`config.mk`:
```
export PLATFORM = sky130hd
export DESIGN_NAME = booth_radix4_seq_ctrl
export DESIGN_NICKNAME = d
export VERILOG_FILES = /design/src/rtl/booth_pkg.sv /design/src/rtl/booth_r4_step.sv /design/src/rtl/booth_radix4_seq_ctrl.sv
export SDC_FILE = /design/constraint.sdc
export NUM_CORES = 1
export LEC_CHECK = 0
export ABC_AREA = 1
export CORE_MARGIN = 3
export CORE_UTILIZATION = 57
export CTS_CLUSTER_SIZE = 12
export DETAILED_ROUTE_END_ITERATION = 10
export GPL_TIMING_DRIVEN = 0
export HOLD_SLACK_MARGIN = 0.08
export PLACE_DENSITY = 0.84
export SYNTH_ARGS = -nofsm -noshare
export SYNTH_HDL_FRONTEND = slang
export SYNTH_SLANG_ARGS = --single-unit
```
`constraint.sdc`:
```
create_clock -name clk -period 6.45 [get_ports clk]
set_clock_uncertainty 0.1 [all_clocks]
set_input_delay 0.9675 -clock clk [delete_from_list [all_inputs] [get_ports clk]]
set_output_delay 0.9675 -clock clk [all_outputs]
set_load 0.1 [all_outputs]
```
`src/rtl/booth_pkg.sv`:
```
// Shared types and helpers for the sequential radix-4 Booth multiplier.
package booth_pkg;

  typedef enum logic [1:0] {
    IDLE = 2'd0,
    RUN  = 2'd1,
    DONE = 2'd2
  } state_e;

  localparam logic [2:0] ZERO = 3'd0;
  localparam logic [2:0] PM1  = 3'd1;
  localparam logic [2:0] PM2  = 3'd2;
  localparam logic [2:0] NM1  = 3'd3;
  localparam logic [2:0] NM2  = 3'd4;

  // Two guard bits keep +/-2M from overflowing the accumulator.
  function automatic int acc_width(input int width);
    return width + 2;
  endfunction

  function automatic logic [2:0] recode(input logic [2:0] trip);
    logic [2:0] digit;
    case (trip)
      3'b001, 3'b010: digit = PM1;
      3'b011:         digit = PM2;
      3'b100:         digit = NM2;
      3'b101, 3'b110: digit = NM1;
      default:        digit = ZERO;
    endcase
    return digit;
  endfunction

endpackage

```
`src/rtl/booth_r4_step.sv`:
```
// One combinational radix-4 Booth step: add the recoded multiple of M, then
// arithmetic-shift {A,Q,Q_minus_1} right by two.
module booth_r4_step
  import booth_pkg::*;
#(
  parameter int WIDTH = 4,
  localparam int AW = acc_width(WIDTH)
) (
  input  logic [AW-1:0]    a_i,
  input  logic [WIDTH-1:0] q_i,
  input  logic             qm1_i,
  input  logic [WIDTH-1:0] m_i,
  output logic [AW-1:0]    a_o,
  output logic [WIDTH-1:0] q_o,
  output logic             qm1_o
);

  logic [AW-1:0] m_ext;
  logic [AW-1:0] m_dbl;
  logic [AW-1:0] addend;
  logic [AW-1:0] sum;

  always_comb begin
    m_ext  = {{2{m_i[WIDTH-1]}}, m_i};
    m_dbl  = {m_ext[AW-2:0], 1'b0};
    addend = '0;
    case (recode({q_i[1:0], qm1_i}))
      PM1:     addend = m_ext;
      PM2:     addend = m_dbl;
      NM1:     addend = -m_ext;
      NM2:     addend = -m_dbl;
      default: addend = '0;
    endcase
    sum   = a_i + addend;
    // Sign of the post-add accumulator fills the two vacated top bits.
    a_o   = {{2{sum[AW-1]}}, sum[AW-1:2]};
    q_o   = {sum[1:0], q_i[WIDTH-1:2]};
    qm1_o = q_i[1];
  end

endmodule

```
`src/rtl/booth_radix4_seq_ctrl.sv`:
```
// Sequential signed radix-4 Booth multiplier controller: accepts an operand
// pair, runs WIDTH/2 steps, then holds the product until the consumer takes it.
//
//   state | meaning
//   IDLE  | ready for an operand pair
//   RUN   | one Booth step per clock
//   DONE  | product valid, waiting for out_ready
module booth_radix4_seq_ctrl
  import booth_pkg::*;
#(
  parameter int WIDTH = 4,
  localparam int CNT_W = $clog2(WIDTH/2 + 1)
) (
  input  logic               clk,
  input  logic               rst,
  input  logic               in_valid,
  output logic               in_ready,
  input  logic [WIDTH-1:0]   multiplicand,
  input  logic [WIDTH-1:0]   multiplier,
  output logic               out_valid,
  input  logic               out_ready,
  output logic [2*WIDTH-1:0] product,
  output logic               busy
);

  localparam int AW = acc_width(WIDTH);
  localparam logic [CNT_W-1:0] LAST = CNT_W'(WIDTH/2 - 1);

  if ((WIDTH < 4) || ((WIDTH % 2) != 0)) begin : g_width_check
    $fatal(1, "booth_radix4_seq_ctrl: WIDTH must be even and >= 4");
  end

  state_e             state_q, state_d;
  logic [AW-1:0]      a_q, a_d;
  logic [WIDTH-1:0]   q_q, q_d;
  logic               qm1_q, qm1_d;
  logic [WIDTH-1:0]   m_q, m_d;
  logic [CNT_W-1:0]   count_q, count_d;
  logic [2*WIDTH-1:0] product_q, product_d;
  logic               in_ready_q, in_ready_d;
  logic               out_valid_q, out_valid_d;
  logic               busy_q, busy_d;

  logic [AW-1:0]      step_a;
  logic [WIDTH-1:0]   step_q;
  logic               step_qm1;

  booth_r4_step #(.WIDTH(WIDTH)) u_step (
    .a_i   (a_q),
    .q_i   (q_q),
    .qm1_i (qm1_q),
    .m_i   (m_q),
    .a_o   (step_a),
    .q_o   (step_q),
    .qm1_o (step_qm1)
  );

  always_ff @(posedge clk) begin
    if (rst) begin
      state_q     <= IDLE;
      a_q         <= '0;
      q_q         <= '0;
      qm1_q       <= 1'b0;
      m_q         <= '0;
      count_q     <= '0;
      product_q   <= '0;
      in_ready_q  <= 1'b1;
      out_valid_q <= 1'b0;
      busy_q      <= 1'b0;
    end else begin
      state_q     <= state_d;
      a_q         <= a_d;
      q_q         <= q_d;
      qm1_q       <= qm1_d;
      m_q         <= m_d;
      count_q     <= count_d;
      product_q   <= product_d;
      in_ready_q  <= in_ready_d;
      out_valid_q <= out_valid_d;
      busy_q      <= busy_d;
    end
  end

  always_comb begin
    state_d   = state_q;
    a_d       = a_q;
    q_d       = q_q;
    qm1_d     = qm1_q;
    m_d       = m_q;
    count_d   = count_q;
    product_d = product_q;

    case (state_q)
      IDLE: begin
        if (in_valid && in_ready_q) begin
          m_d     = multiplicand;
          q_d     = multiplier;
          a_d     = '0;
          qm1_d   = 1'b0;
          count_d = '0;
          state_d = RUN;
        end
      end
      RUN: begin
        a_d     = step_a;
        q_d     = step_q;
        qm1_d   = step_qm1;
        count_d = count_q + CNT_W'(1);
        if (count_q == LAST) begin
          product_d = {step_a[WIDTH-1:0], step_q};
          state_d   = DONE;
        end
      end
      DONE: begin
        if (out_ready) begin
          state_d = IDLE;
        end
      end
      default: state_d = IDLE;
    endcase

    // Outputs are registered copies of what the next state implies.
    in_ready_d  = (state_d == IDLE);
    busy_d      = (state_d == RUN);
    out_valid_d = (state_d == DONE);
  end

  assign in_ready  = in_ready_q;
  assign out_valid = out_valid_q;
  assign busy      = busy_q;
  assign product   = product_q;

endmodule

```
==> results_dict.tcl <==
set metrics [dict create \
    vias_per_cell 5.581 \
    grt_use_met2 0.3694 \
    worst_slew_pin_slew_ps 975.8 \
    setup_viol 0 \
    fillers 171 \
    grt_usage 0.2328 \
    timing.fmax_mhz 344.5 \
    synth_most_common_cell "nand2_1" \
    grt_pass1_wl_um 6141 \
    clkTransAtPathRegs_ps 150 \
    crit_slowest_cell "clkdlybuf4s50_1" \
    min_period_ps 2903 \
    fin_tns_setup_ps 0 \
    drive_gt1_frac 0.1545 \
    post_synth_xor_area_fraction 0.02912 \
    whs_ps 378.1 \
    antenna_found_initial 0 \
    clk_path_buf_depth 2 \
    clock_sinks 28 \
    vias 1384 \
    cts_max_level 1 \
    wl_per_cell_um 13.40 \
    initialDrtViolationCount 98 \
    hold_viol 0 \
    grt_setup_unrepaired "false" \
    grt_pass1_vias 1379 \
    portBuffers 21 \
    critPathBufInv 1 \
    die_height_um 57.37 \
    synth_top_family_by_area "simple AND/OR/NAND/NOR gates" \
    path_cells "clkdlybuf4s50_1" \
    crit_family "buffers and inverters" \
    power_density_mw_per_mm2 261.2 \
    syn_nets 215 \
    yosys_warnings 0 \
    critical_path_class "reg -> out" \
    period_share 0.4500 \
    numCtsBuffers 3 \
    startpoint_type "register" \
    rows 17 \
    core-area_mm2 0.002361 \
    syn_area_mm2 0.001504 \
    synthMuxAreaShare 0 \
    root_buffer "clkbuf_4" \
    synth-edff-count 0 \
    post-route-drc-count 0 \
    seqCellArea_um2 560.5 \
    synthSimpleGateAreaFrac 0.2704 \
    dpl.hpwl_um 2446 \
    worst_skew_pair.late_latency_ps 330 \
    yosysTopAreaCell "dfxtp_1" \
    ys_seq_elements 28 \
    ys_types 32 \
    maxSlewViolCount 0 \
    ios 23 \
    maxSlewHeadroom 0.3475 \
    synthArstFlopShare 0 \
    critPathArrivalTime_ps 1840 \
    max_cap_viol_count 0 \
    grtUsageMet1 0.3076 \
    yosysSeqAreaShare 0.3727 \
    postCtsHoldBufs 0 \
    ir_drop_uv 203.6 \
    crit_fanout 2 \
    antenna_cells 0 \
    outcome "finished, final reports clean" \
    synth_common_cells "nand2_1 (50), dfxtp_1 (28), a21oi_1 (22)" \
    grt_overflow 0 \
    crit_path_max_incr_delay_ps 1130 \
    hold_class "reg -> reg" \
    nNetsFinal 241 \
    post-synth-top-area-fraction 0.3727 \
    initial_core_util 0.6370 \
    antenna_left 0 \
    critPathCaptureType "output port" \
    drt_wl_total_um 3322 \
    multiInputGateArea_um2 832.0 \
    cts_tree "done" \
    cts_resized 0 \
    globalplace.congestion 0.8656 \
    synth_ff_type "dfxtp_1" \
    required_ps 5380 \
    met3_usage 0.04751 \
    fp.dieW_um 57.37 \
    syn2layout_area_growth_pct 19.80 \
    leakage_nw 0.7290 \
    grt_max_degree 17 \
    synth-compound-area-share 0.1822 \
    post_cts_buffers 0 \
    dieArea_mm2 0.003291 \
    syn_area_per_cell_um2 7.713 \
    grt.busiest_layer "met2" \
    synth_area_leaders "dfxtp_1 (37%), nand2_1 (12%), a21oi_1 (7.3%), ha_1 (5.8%), o21ai_0 (3.7%)" \
    synthCells 195 \
    firstDrtPassIters 4 \
    synth-adder-area-share 0.07155 \
]
-- power breakdown --
part,internal (mW),switching [mW],leakage [nW]
sequential,0.188,0.0116,0.229
combinational,0.0513,0.103,0.472
clock,0.0629,0.0530,0.0279
total,0.303,0.168,0.729
-- path summary, 6_finish.rpt --
kind,from,to,slack [ps],cells past startpoint
worst max-delay path,product[5]$_SDFFE_PP0P_,product[5],3550,1
worst max register to register,m_q[0]$_SDFFE_PP0P_,product[7]$_SDFFE_PP0P_,3990,14
worst min-delay path,product[2]$_SDFFE_PP0P_,product[2]$_SDFFE_PP0P_,380,2
worst min register to register,product[2]$_SDFFE_PP0P_,product[2]$_SDFFE_PP0P_,380,2
-- tightest hold or removal path: stages (launching register included) --
cell and delay [ps]:
dfxtp_1 340, nand2_1 60, a21oi_1 50
-- metrics by stage --
| stage | setup WS (ps) | util | instance area [um^2] | power (mW) | cells |
|---|---|---|---|---|---|
| final | 3547 | 0.7631 | 1802 | 0.4706 | 248 |
| after global routing | 3473 | 0.7631 | 1802 | 0.5000 | 248 |
| after CTS | 3541 | 0.7631 | 1802 | 0.4710 | 248 |
| after detailed placement | 3932 | 0.7409 | 1749 | 0.3557 | 244 |
| after global placement | 3937 | 0.7409 | 1749 | 0.3504 | 244 |
| after floorplan | 4309 | - | 1504 | 0.3204 | 195 |
-- cell usage in the layout (no fill, tap or decap), types with 2 or more instances in the layout --
cell	n
clkdlybuf4s50_1	21
nand2_2	5
a31oi_1	5
o21ai_0	11
nor2_2	3
xnor2_1	2
inv_1	14
nand3_1	3
xor2_1	3
nor2_4	3
clkbuf_1	3
clkbuf_4	3
o2111ai_1	2
dfxtp_1	28
nor3_2	3
nor2_1	6
o21ai_1	3
inv_2	7
a21oi_1	22
ha_1	7
nand2_1	50
nand3_2	3
-- layout make-up --
class | count | area share
clock buffers | 3 | 0.01250
inverters | 21 | 0.04375
repair buffers | 21 | 0.1167
multi-input cells | 141 | 0.4618
clock inverters | 1 | 0.01667
plain buffers | 5 | 0.01806
well taps | 28 | 0.01944
flip-flops and latches | 28 | 0.3111
-- kinds of logic after synthesis --
family	Yosys count
and+or+nand+nor	80
AOI/OAI and AO/OA	48
DFF	28
buffers and inverters	26
adders and majority gates	8
xor gates and xnor gates	5
-- state kept, by name, indices dropped and copies added (netlist names) --
name and count:
a_q 4, m_q 4, count_q 2, busy 1
qm1_q 1, out_valid 1, state_q 2, q_q 4
product 8, in_ready 1
-- per-layer routing --
metal,share of wire,vias up
met3,0.055,13
li1,-,691
met2,0.47,52
met4,0.032,0
met1,0.44,628
met5,0,-
Power figures use the tool's default switching activity.
